$ cat src/rtl/alu_result_accumulator.sv
// alu_result_accumulator
//
// Reduction stage behind the execute-stage ALU adder/subtractor. Accepts a
// job of `length` signed WIDTH-bit ALU results and adds them into one
// two's-complement sum. It also keeps a sticky overflow flag and a sticky
// carry flag. The result is handed off through a valid/ready handshake.
//
// Ports:
//   clk        sole clock, rising edge
//   rst        asynchronous, active-high reset
//   start      begin a job (sampled only while idle)
//   length     element count, latched when start is accepted (0 = empty job)
//   in_valid   in_s / in_v / in_cout carry a valid ALU result
//   in_ready   an element is accepted this cycle (high only while accumulating)
//   in_s       signed ALU result
//   in_v       ALU overflow flag for this element
//   in_cout    ALU carry-out for this element
//   out_valid  result available
//   out_ready  consumer takes the result
//   out_sum    accumulated sum
//   out_v      sticky overflow (element V or accumulation overflow)
//   out_c      sticky OR of accepted carry-outs
//   out_z      out_sum == 0
//   busy       a job is in progress or its result is waiting
//
// Build option:
//   ACC_SATURATE_EN  when defined, an accumulation overflow clamps the sum
//                    to the most positive or most negative value instead of
//                    wrapping. The sticky overflow flag is set either way.

module alu_result_accumulator #(
    parameter int unsigned WIDTH = 19,
    parameter int unsigned LEN_W = 4
) (
    input  logic             clk,
    input  logic             rst,
    input  logic             start,
    input  logic [LEN_W-1:0] length,
    input  logic             in_valid,
    output logic             in_ready,
    input  logic [WIDTH-1:0] in_s,
    input  logic             in_v,
    input  logic             in_cout,
    output logic             out_valid,
    input  logic             out_ready,
    output logic [WIDTH-1:0] out_sum,
    output logic             out_v,
    output logic             out_c,
    output logic             out_z,
    output logic             busy
);

    typedef enum logic [1:0] {
        StIdle  = 2'd0,
        StAccum = 2'd1,
        StDone  = 2'd2
    } state_e;

    state_e           stateQ;
    logic [WIDTH-1:0] accQ;
    logic [LEN_W-1:0] remainingQ;
    logic             stickyVQ;
    logic             stickyCQ;
    logic             inReadyQ;
    logic             outValidQ;
    logic             busyQ;

    logic [WIDTH-1:0] sumRaw;
    logic             accOvf;
    logic [WIDTH-1:0] accNext;
    logic             accept;

    // Overflow is only possible when both operands share a sign and the
    // raw sum leaves that sign.
    always_comb begin
        sumRaw  = accQ + in_s;
        accOvf  = (accQ[WIDTH-1] == in_s[WIDTH-1]) && (sumRaw[WIDTH-1] != accQ[WIDTH-1]);
        accNext = sumRaw;
`ifdef ACC_SATURATE_EN
        if (accOvf) begin
            // A non-negative accumulator can only overflow upwards.
            accNext = accQ[WIDTH-1] ? {1'b1, {(WIDTH-1){1'b0}}}
                                    : {1'b0, {(WIDTH-1){1'b1}}};
        end
`endif
    end

    assign accept = in_valid & inReadyQ;

    // Single state machine; the handshake outputs are registered alongside
    // the state so they never depend on in_valid or out_ready.
    always_ff @(posedge clk or posedge rst) begin
        if (rst) begin
            stateQ     <= StIdle;
            accQ       <= '0;
            remainingQ <= '0;
            stickyVQ   <= 1'b0;
            stickyCQ   <= 1'b0;
            inReadyQ   <= 1'b0;
            outValidQ  <= 1'b0;
            busyQ      <= 1'b0;
        end else begin
            case (stateQ)
                StIdle: begin
                    if (start) begin
                        accQ     <= '0;
                        stickyVQ <= 1'b0;
                        stickyCQ <= 1'b0;
                        busyQ    <= 1'b1;
                        if (length == '0) begin
                            stateQ     <= StDone;
                            remainingQ <= '0;
                            outValidQ  <= 1'b1;
                        end else begin
                            stateQ     <= StAccum;
                            remainingQ <= length;
                            inReadyQ   <= 1'b1;
                        end
                    end
                end

                StAccum: begin
                    if (accept) begin
                        accQ       <= accNext;
                        stickyVQ   <= stickyVQ | in_v | accOvf;
                        stickyCQ   <= stickyCQ | in_cout;
                        remainingQ <= remainingQ - LEN_W'(1);
                        if (remainingQ == LEN_W'(1)) begin
                            stateQ    <= StDone;
                            inReadyQ  <= 1'b0;
                            outValidQ <= 1'b1;
                        end
                    end
                end

                StDone: begin
                    if (out_ready) begin
                        stateQ    <= StIdle;
                        outValidQ <= 1'b0;
                        busyQ     <= 1'b0;
                    end
                end

                default: begin
                    stateQ    <= StIdle;
                    inReadyQ  <= 1'b0;
                    outValidQ <= 1'b0;
                    busyQ     <= 1'b0;
                end
            endcase
        end
    end

    assign in_ready  = inReadyQ;
    assign out_valid = outValidQ;
    assign busy      = busyQ;
    assign out_sum   = accQ;
    assign out_v     = stickyVQ;
    assign out_c     = stickyCQ;
    assign out_z     = (accQ == '0);

endmodule

$ cat config.mk
export PLATFORM = sky130hd
export DESIGN_NAME = alu_result_accumulator
export DESIGN_NICKNAME = d
export VERILOG_FILES = /design/src/rtl/alu_result_accumulator.sv
export SDC_FILE = /design/constraint.sdc
export NUM_CORES = 1
export LEC_CHECK = 0
export ABC_AREA = 1
export ABC_CLOCK_PERIOD_IN_PS = 2300
export CAP_MARGIN = 20
export CORE_MARGIN = 4
export CORE_UTILIZATION = 35
export DETAILED_ROUTE_END_ITERATION = 8
export GPL_TIMING_DRIVEN = 0
export PLACE_DENSITY = 0.58
export SYNTH_ARGS = -nofsm -noshare
export SYNTH_HDL_FRONTEND = slang
export SYNTH_SLANG_ARGS = --single-unit
$ cat constraint.sdc
create_clock -name clk -period 2.3 [get_ports clk]
set_input_delay 0.46 -clock clk [delete_from_list [all_inputs] [get_ports clk]]
set_output_delay 0.46 -clock clk [all_outputs]
set_load 0.02 [all_outputs]
==> summary.txt, run 1 <==
Status
  – Status: completed

Pwr
  – Sequential power share: 25.0%
  – Switching share of power: 49.7%
  – Leak pwr: 1.68 nW
  – Combinational share of power: 64.6%
  – Clock power share: 10.4%
  – Psw: 2.00 mW
  – Max rail drop VDD: 0.000565 V
  – Pint: 2.02 mW
  – PD cells: ~1200 nW/um^2

STA
  – Final setup TNS: 0 ns
  – WHS: between 0.5 and 0.6 ns
  – FMAX: 0.454 GHz
  – Final Hold Fails: 0
  – Final min period: 2.20 ns
  – RSZ-0062 raised after global routing: true
  – Worst-Margin Slew: 0.546 ns
  – Slew HR: 63.6%
  – Tcrit/Tclk final: 95.7%
  – Slew Limit Fails: 0
  – Clk_skew: 0.00180 ns
  – Final setup fails: 0

CTS
  – Worst-Skew Late Latency: between 0.2 and 0.3 ns
  – Clock-pin slew on the worst setup and hold paths: 0.07 ns
  – H-Tree Depth: 2
  – CTS root buf: clkbuf_8
  – CTS tree: built
  – Sink Count: 30
  – Cts hold-fix bufs: 0
  – CTS Buf Count: 5
  – CTS Buffer Depth: 2

Final layout
  – Filler cells: 713
  – P&R area growth vs syn: 33.2%
  – Finished Core Util: 48.3%
  – Layout cell share with drive strength beyond 1: roughly 13%
  – Layout net count: 466
  – N_diodes: 0

Synth
  – Synth Instances: 352
  – Top cells by area, synth: dfrtp_1, nand2_1, ha_1
  – Yosys top cell by area: dfrtp_1
  – Synth Register Bits: 30
  – Mapped Nets: ~400
  – Syn_area_per_cell: between 7 and 8 um^2
  – YS warnings: 0
  – Yosys top cell area share: 30.2%
  – Synthesized area: 2490 um^2
  – Sequential-to-total area share from yosys stat: 30.2%
  – Yosys cell types: 40

Global routing
  – First-pass GRT wire length: 11400 um
  – Gr usage total: 16.5%
  – Vias in the first global route: 2393
  – GRT overflow: 0
  – Largest net degree at the start of global routing: 21
  – Antenna violations before repair: 0

Floorplanning
  – Die Height: 92.3 um
  – Rows: 30
  – Top-level I/O count: 55
  – Core ar.: around 6900 um^2
  – Initial Util: 36.2%
  – Die Wd: 92.3 um
  – Die footprint: 8530 um^2

Worst setup path
  – RR Endpoint: out_sum[8]
  – Worst setup EP type: flop
  – Startpoint types: input port
  – Setup CP Type: input port to flop
  – CP Max Fanout: 4
  – Setup crit start: in_s[0]
  – CP Data Arrival Time: 2.37 ns
  – RR Startpoint: out_sum[0]
  – CP required: 2.47 ns
  – FF-to-FF path depth: 10
  – Flop-to-flop setup slack: approximately 0.29 ns

Drt
  – Via count: 2448
  – TritonRoute pass-1 iters: 4
  – DRC Markers: 0
  – Vias/cell: roughly 4.8
  – Antenna-violating nets left: 0
  – DR iter-0 viols: 80
  – Final WL: 6740 um
  – Wire length per cell: about 13 um

Hold path
  – Startpoint of the worst hold path: busy
  – Hold Path Depth: 2
  – Min-delay worst type: flop to flop
  – Hold worst-path end: busy

Placed design
  – Port bufs: 54
  – DP HPWL: 5350 um
  – Routability Congestion: 0.855

Flow run
  – Max-cap violation count: 0
==> layout by cell type, fill, tap and decap left out, types with 3 or more instances in the layout <==
| cell type | instances |
|---|---|
| nand3b_1 | 5 |
| nor2_1 | 26 |
| a21oi_1 | 18 |
| dfrtp_1 | 30 |
| o21ai_2 | 6 |
| nor4_2 | 3 |
| o21ai_1 | 5 |
| ha_1 | 19 |
| nand3_1 | 23 |
| inv_2 | 4 |
| o211ai_1 | 3 |
| o21ai_0 | 15 |
| clkdlybuf4s50_1 | 53 |
| clkbuf_8 | 5 |
| a21oi_2 | 3 |
| nand2_1 | 112 |
| inv_1 | 36 |
| nor2_4 | 3 |
| nand2_2 | 6 |
| a21o_1 | 3 |
==> stage by stage <==
step | cell area (um^2) | power, mW | setup slack, ns | std cells
finish | 3320 | 4.02 | 0.0987 | 511
global route | 3320 | 4.42 | -0.0256 | 511
CTS | 3300 | 4.02 | 0.000436 | 511
detailed placement | 3180 | 3.53 | -0.380 | 503
global placement | 3150 | 3.51 | -0.358 | 502
floorplan | 2490 | 2.68 | 0.344 | 352
==> worst max path at each step <==
stage | slack [ns] | cells past startpoint | endpoint
floorplan | 0.34 | 3 | out_z
global placement | -0.36 | 12 | out_sum[16]
finish | 0.1 | 11 | out_sum[8]
CTS | 0.0004 | 12 | out_sum[16]
detailed placement | -0.38 | 12 | out_sum[16]
global route | -0.03 | 11 | out_sum[8]
==> cell families after synthesis <==
logic type	synth area share, %
AOI/OAI and AO/OA	15.6
xor gates and xnor gates	0.704
adders and majority gates	10.9
buffers and inverters	7.99
DFF	30.2
and+or+nand+nor	34.7
==> flip-flops by register name, summed over array words and instances (netlist names) <==
name        flops
stateQ          2
out_valid       1
busy            1
in_ready        1
out_c           1
out_sum        19
remainingQ      4
out_v           1
==> timing repair <==
item                                    4_1_cts  5_1_grt
gates cloned                                  0        0
pin swaps                                     2        2
gates resized for setup                      10        6
buffers inserted                              1        0
endpoints found under the setup margin        3        5
==> Yosys cell counts (all sizes together) <==
library cell and number:
nand3 24, a21o 3, xor2 1, a21oi 21, fa 1, inv 42, a22oi 1, buf 3
nand2 118, o211a 1, nor2 32, dfrtp 30, a31oi 1, and2 1, a21boi 1, nor4 7
o21bai 3, nor3 3, o31ai 1, xnor2 1, nand3b 5, clkinv 1, ha 20, o211ai 3
nand4 2, o21ai 26
==> layout make-up <==
class | count | area, um^2 | area share, %
tap | 96 | 120 | 3.62
sequential | 30 | 751 | 22.6
inverter | 43 | 169 | 5.09
timing repair buffer | 56 | 571 | 17.2
buffer | 3 | 30.0 | 0.906
clock buffer | 5 | 68.8 | 2.08
clock inverter | 2 | 10.0 | 0.302
multi-input combinational | 276 | 1600 | 48.2
==> layer usage <==
metal / up-vias / share of wire, % / global-route usage (%)
li1: 1294 / - / -
met5: - / 0 / 0
met2: 50 / 45 / 27.0
met1: 1096 / 48 / 21.7
met4: 0 / 1.5 / 4.83
met3: 8 / 5.5 / 3.98
==> power groups by stage <==
stage,logic (mW),registers (mW),clock network (mW)
final,2.60,1.01,0.417
after global routing,2.91,1.05,0.462
after CTS,2.60,0.992,0.437
after detailed placement,2.55,0.981,0
after global placement,2.54,0.977,0
after floorplan,1.54,1.14,0
==> critical path, stage by stage <==
cell and delay (ns):
clkdlybuf4s50_1 0.47, ha_2 0.22, inv_1 0.07, fa_2 0.37, inv_2 0.10, a31oi_1 0.12
o21ai_2 0.23, buf_4 0.15, a21oi_1 0.05, o21ai_0 0.08, nand2_1 0.06
Note: power is estimated with default switching activity, not from simulation.
==> inputs of run 2 (changes only) <==
- ABC_AREA: 1 -> not set
- CTS_CLUSTER_DIAMETER: not set -> 80
- PLACE_DENSITY: 0.58 -> 0.59
==> summary.txt, run 2 <==
Pwr
  – Tot Pwr: 4.08 mW (was 4.02 mW)
  – PD cells: 1260 nW/um^2 (was 1210 nW/um^2)
  – Max rail drop VDD: 0.000597 V (was 0.000565 V)
  – Leak pwr: 1.42 nW (was 1.68 nW)

Worst setup path
  – CP required: 2.47 ns (about the same)
  – RR Startpoint: out_sum[0] (unchanged)
  – Setup crit start: out_sum[0] (was in_s[0])
  – CP Data Arrival Time: 2.59 ns (was 2.37 ns)
  – Worst setup EP type: flop (unchanged)
  – Flop-to-flop setup slack: -0.12 ns (was 0.29 ns)
  – Setup CP Type: flop to flop (was input port to flop)
  – Startpoint types: flop (was input port)
  – CP endpoint: out_sum[16] (was out_sum[8])
  – CP Max Fanout: 2 (was 4)
  – FF-to-FF path depth: 10 (unchanged)
  – RR Endpoint: out_sum[16] (was out_sum[8])

Drt
  – Final WL: 6200 um (was 6740 um)
  – Wire length per cell: 15.9 um (was 13.2 um)
  – Antenna-violating nets left: 0 (unchanged)
  – Via count: 2092 (was 2448)
  – DRC Markers: 0 (unchanged)
  – DR iter-0 viols: 59 (was 80)
  – TritonRoute pass-1 iters: 4 (unchanged)
  – Vias/cell: 5.36 (was 4.79)

Final layout
  – Largest register FFs: 19 (unchanged)
  – Most common cell after layout, fill and taps aside: clkdlybuf4s50_1 (was nand2_1)
  – P&R area growth vs syn: 46.7% (was 33.2%)
  – Filler cells: 567 (was 713)
  – Cell area after layout: 3250 um^2 (was 3320 um^2)
  – Layout net count: 365 (was 466)
  – Most frequent cells in the layout: clkdlybuf4s50_1, dfrtp_1, nor2_1 (was nand2_1, clkdlybuf4s50_1, inv_1)
  – Finished Layout Cells: 390 (was 511)
  – Layout cell share with drive strength beyond 1: 19.0% (was 12.5%)
  – N_diodes: 0 (unchanged)

CTS
  – CTS tree: built (unchanged)
  – Worst-Skew Late Latency: 0.29 ns (was 0.28 ns)
  – H-Tree Depth: 2 (unchanged)
  – CTS Buffer Depth: 2 (unchanged)
  – CTS Buf Count: 5 (unchanged)
  – CTS root buf: clkbuf_8 (unchanged)
  – Clock-pin slew on the worst setup and hold paths: 0.07 ns (about the same)
  – Sink Count: 30 (unchanged)

Synth
  – Most used DFF post-synth: dfrtp_1 (unchanged)
  – YS warnings: 0 (unchanged)
  – Top cells by area, synth: dfrtp_1, ha_1, a22o_1 (was dfrtp_1, nand2_1, ha_1)
  – Yosys top cell by area: dfrtp_1 (unchanged)
  – Most common cell in the netlist: dfrtp_1 (was nand2_1)
  – EDFF count, synth: 0 (unchanged)
  – Post-synth top cells: dfrtp_1, a21oi_1, ha_1 (was nand2_1, inv_1, dfrtp_1)
  – Synthesized area: 2210 um^2 (was 2490 um^2)
  – Synth Instances: 245 (was 352)
  – Mapped Nets: 296 (was 403)
  – FFs w/ async S/R, synth: 100% (unchanged)
  – Sequential-to-total area share from yosys stat: 33.9% (was 30.2%)
  – Synth Register Bits: 30 (unchanged)
  – Syn_area_per_cell: 9.03 um^2 (was 7.07 um^2)
  – Yosys top cell area share: 33.9% (was 30.2%)
  – Yosys cell types: 48 (was 40)

Flow run
  – Max-cap violation count: 0 (unchanged)

Status
  – Failing checks: negative setup slack
  – Status: finished with violations (was completed)

STA
  – Clk_skew: 0.00422 ns (was 0.00180 ns)
  – Slew Limit Fails: 0 (unchanged)
  – Worst-Margin Slew: 0.727 ns (was 0.546 ns)
  – Slew HR: 51.5% (was 63.6%)
  – Tcrit/Tclk final: 105% (was 95.7%)
  – Final min period: 2.42 ns (was 2.20 ns)
  – FMAX: 0.413 GHz (was 0.454 GHz)
  – RSZ-0062 raised after global routing: true (unchanged)
  – WHS: 0.505 ns (was 0.511 ns)
  – Setup slack after layout: -0.124 ns (was 0.0987 ns)
  – Final Hold Fails: 0 (unchanged)
  – Final setup fails: 3 (was 0)

Hold path
  – Min-delay worst type: flop to flop (unchanged)

Placed design
  – Routability Congestion: 0.831 (was 0.855)
  – DP HPWL: 4480 um (was 5350 um)
  – Post-DP Area: 2900 um^2 (was 3180 um^2)
  – Port bufs: 54 (unchanged)
  – Cells after DPL: 375 (was 503)

Floorplanning
  – Die Wd: 87.5 um (was 92.3 um)
  – Core ar.: 6030 um^2 (was 6870 um^2)
  – Die Height: 87.5 um (was 92.3 um)
  – Rows: 28 (was 30)
  – Die footprint: 7660 um^2 (was 8530 um^2)
  – Initial Util: 36.7% (was 36.2%)
  – Top-level I/O count: 55 (unchanged)

Global routing
  – First-pass GRT wire length: 10000 um (was 11400 um)
  – GRT overflow: 0 (unchanged)
  – Vias in the first global route: 2147 (was 2393)
  – Antenna violations before repair: 0 (unchanged)
  – Largest net degree at the start of global routing: 17 (was 21)
  – Gr usage total: 16.7% (was 16.5%)
## run 2: cell count changes after synthesis, moves of 11 or more
cell,delta
a22o_1,+13
inv_1,-24
nand2_1,-99
nand3_1,-18
xnor2_1,+11
## run 2: kinds of logic after synthesis
| kind of cell | count (synthesis) | share of synthesized area (%) |
|---|---|---|
| AOI/OAI and AO/OA | 85 | 27.1 |
| and+or+nand+nor | 70 | 16.1 |
| muxes | 1 | 0.509 |
| DFF | 30 | 33.9 |
| xor gates and xnor gates | 16 | 6.33 |
| adders and majority gates | 21 | 12.2 |
| buffers and inverters | 22 | 3.84 |
## run 2: worst min-delay path by stage
stage               cells after the start     startpoint       endpoint  slack, ns
floorplan                               2  remainingQ[1]  remainingQ[1]       0.47
global placement                        1           busy           busy       0.49
detailed placement                      2          out_c          out_c       0.50
CTS                                     2          out_c          out_c       0.52
global route                            1           busy           busy       0.54
finish                                  2          out_c          out_c       0.50
## run 2: repair_timing
| action | in CTS | in global routing |
|---|---|---|
| setup endpoints to repair | 10 | 11 |
| hold buffers | 0 | 0 |
| setup buffers | 5 | 2 |
| pin swaps | 4 | 11 |
| resized for setup | 13 | 37 |
## run 2: layer usage
metal  GRT usage, %  vias up  share of wire (%)
met5              0        -                  0
met4           4.60        0                1.1
met3           3.69        5                5.1
met2           27.0       48                 46
met1           22.3      997                 48
li1               -     1042                  -
## run 2: final cells by class
class / instances / area, um^2 / area share (%)
multi-input cells: 193 / 1600 / 49.2
flip-flops and latches: 30 / 754 / 23.2
repair buffers: 62 / 622 / 19.2
well taps: 75 / 93.8 / 2.89
clock buffers: 6 / 82.6 / 2.54
inverters: 13 / 48.8 / 1.50
plain buffers: 9 / 36.3 / 1.12
clock inverters: 2 / 12.5 / 0.385
## run 2: power by group
group	internal (mW)	leakage, nW	total, mW	switching [mW]
Clock	0.241	0.0472	0.468	0.228
Combinational	1.24	0.983	2.62	1.38
Sequential	0.745	0.390	0.999	0.253
Total	2.22	1.42	4.08	1.86
## run 2: worst max-delay path, stage by stage, from the launching register on
cell and delay (ns):
dfrtp_2 0.39, ha_4 0.13, inv_2 0.03, fa_2 0.33, and2b_2 0.26, o2111ai_4 0.13
a211oi_4 0.30, o21ai_2 0.10, o211a_1 0.14, o211ai_2 0.13, or3b_1 0.35
## run 2: through the flow
| step | util [%] | worst slack (ns) | TNS [ns] |
|---|---|---|---|
| floorplan | - | -0.137 | -0.137 |
| global placement | 47.6 | -0.824 | -5.95 |
| detailed placement | 48.1 | -0.824 | -5.80 |
| CTS | 50.6 | -0.0830 | -0.153 |
| global route | 53.9 | -0.227 | -0.675 |
| finish | 53.9 | -0.124 | -0.209 |
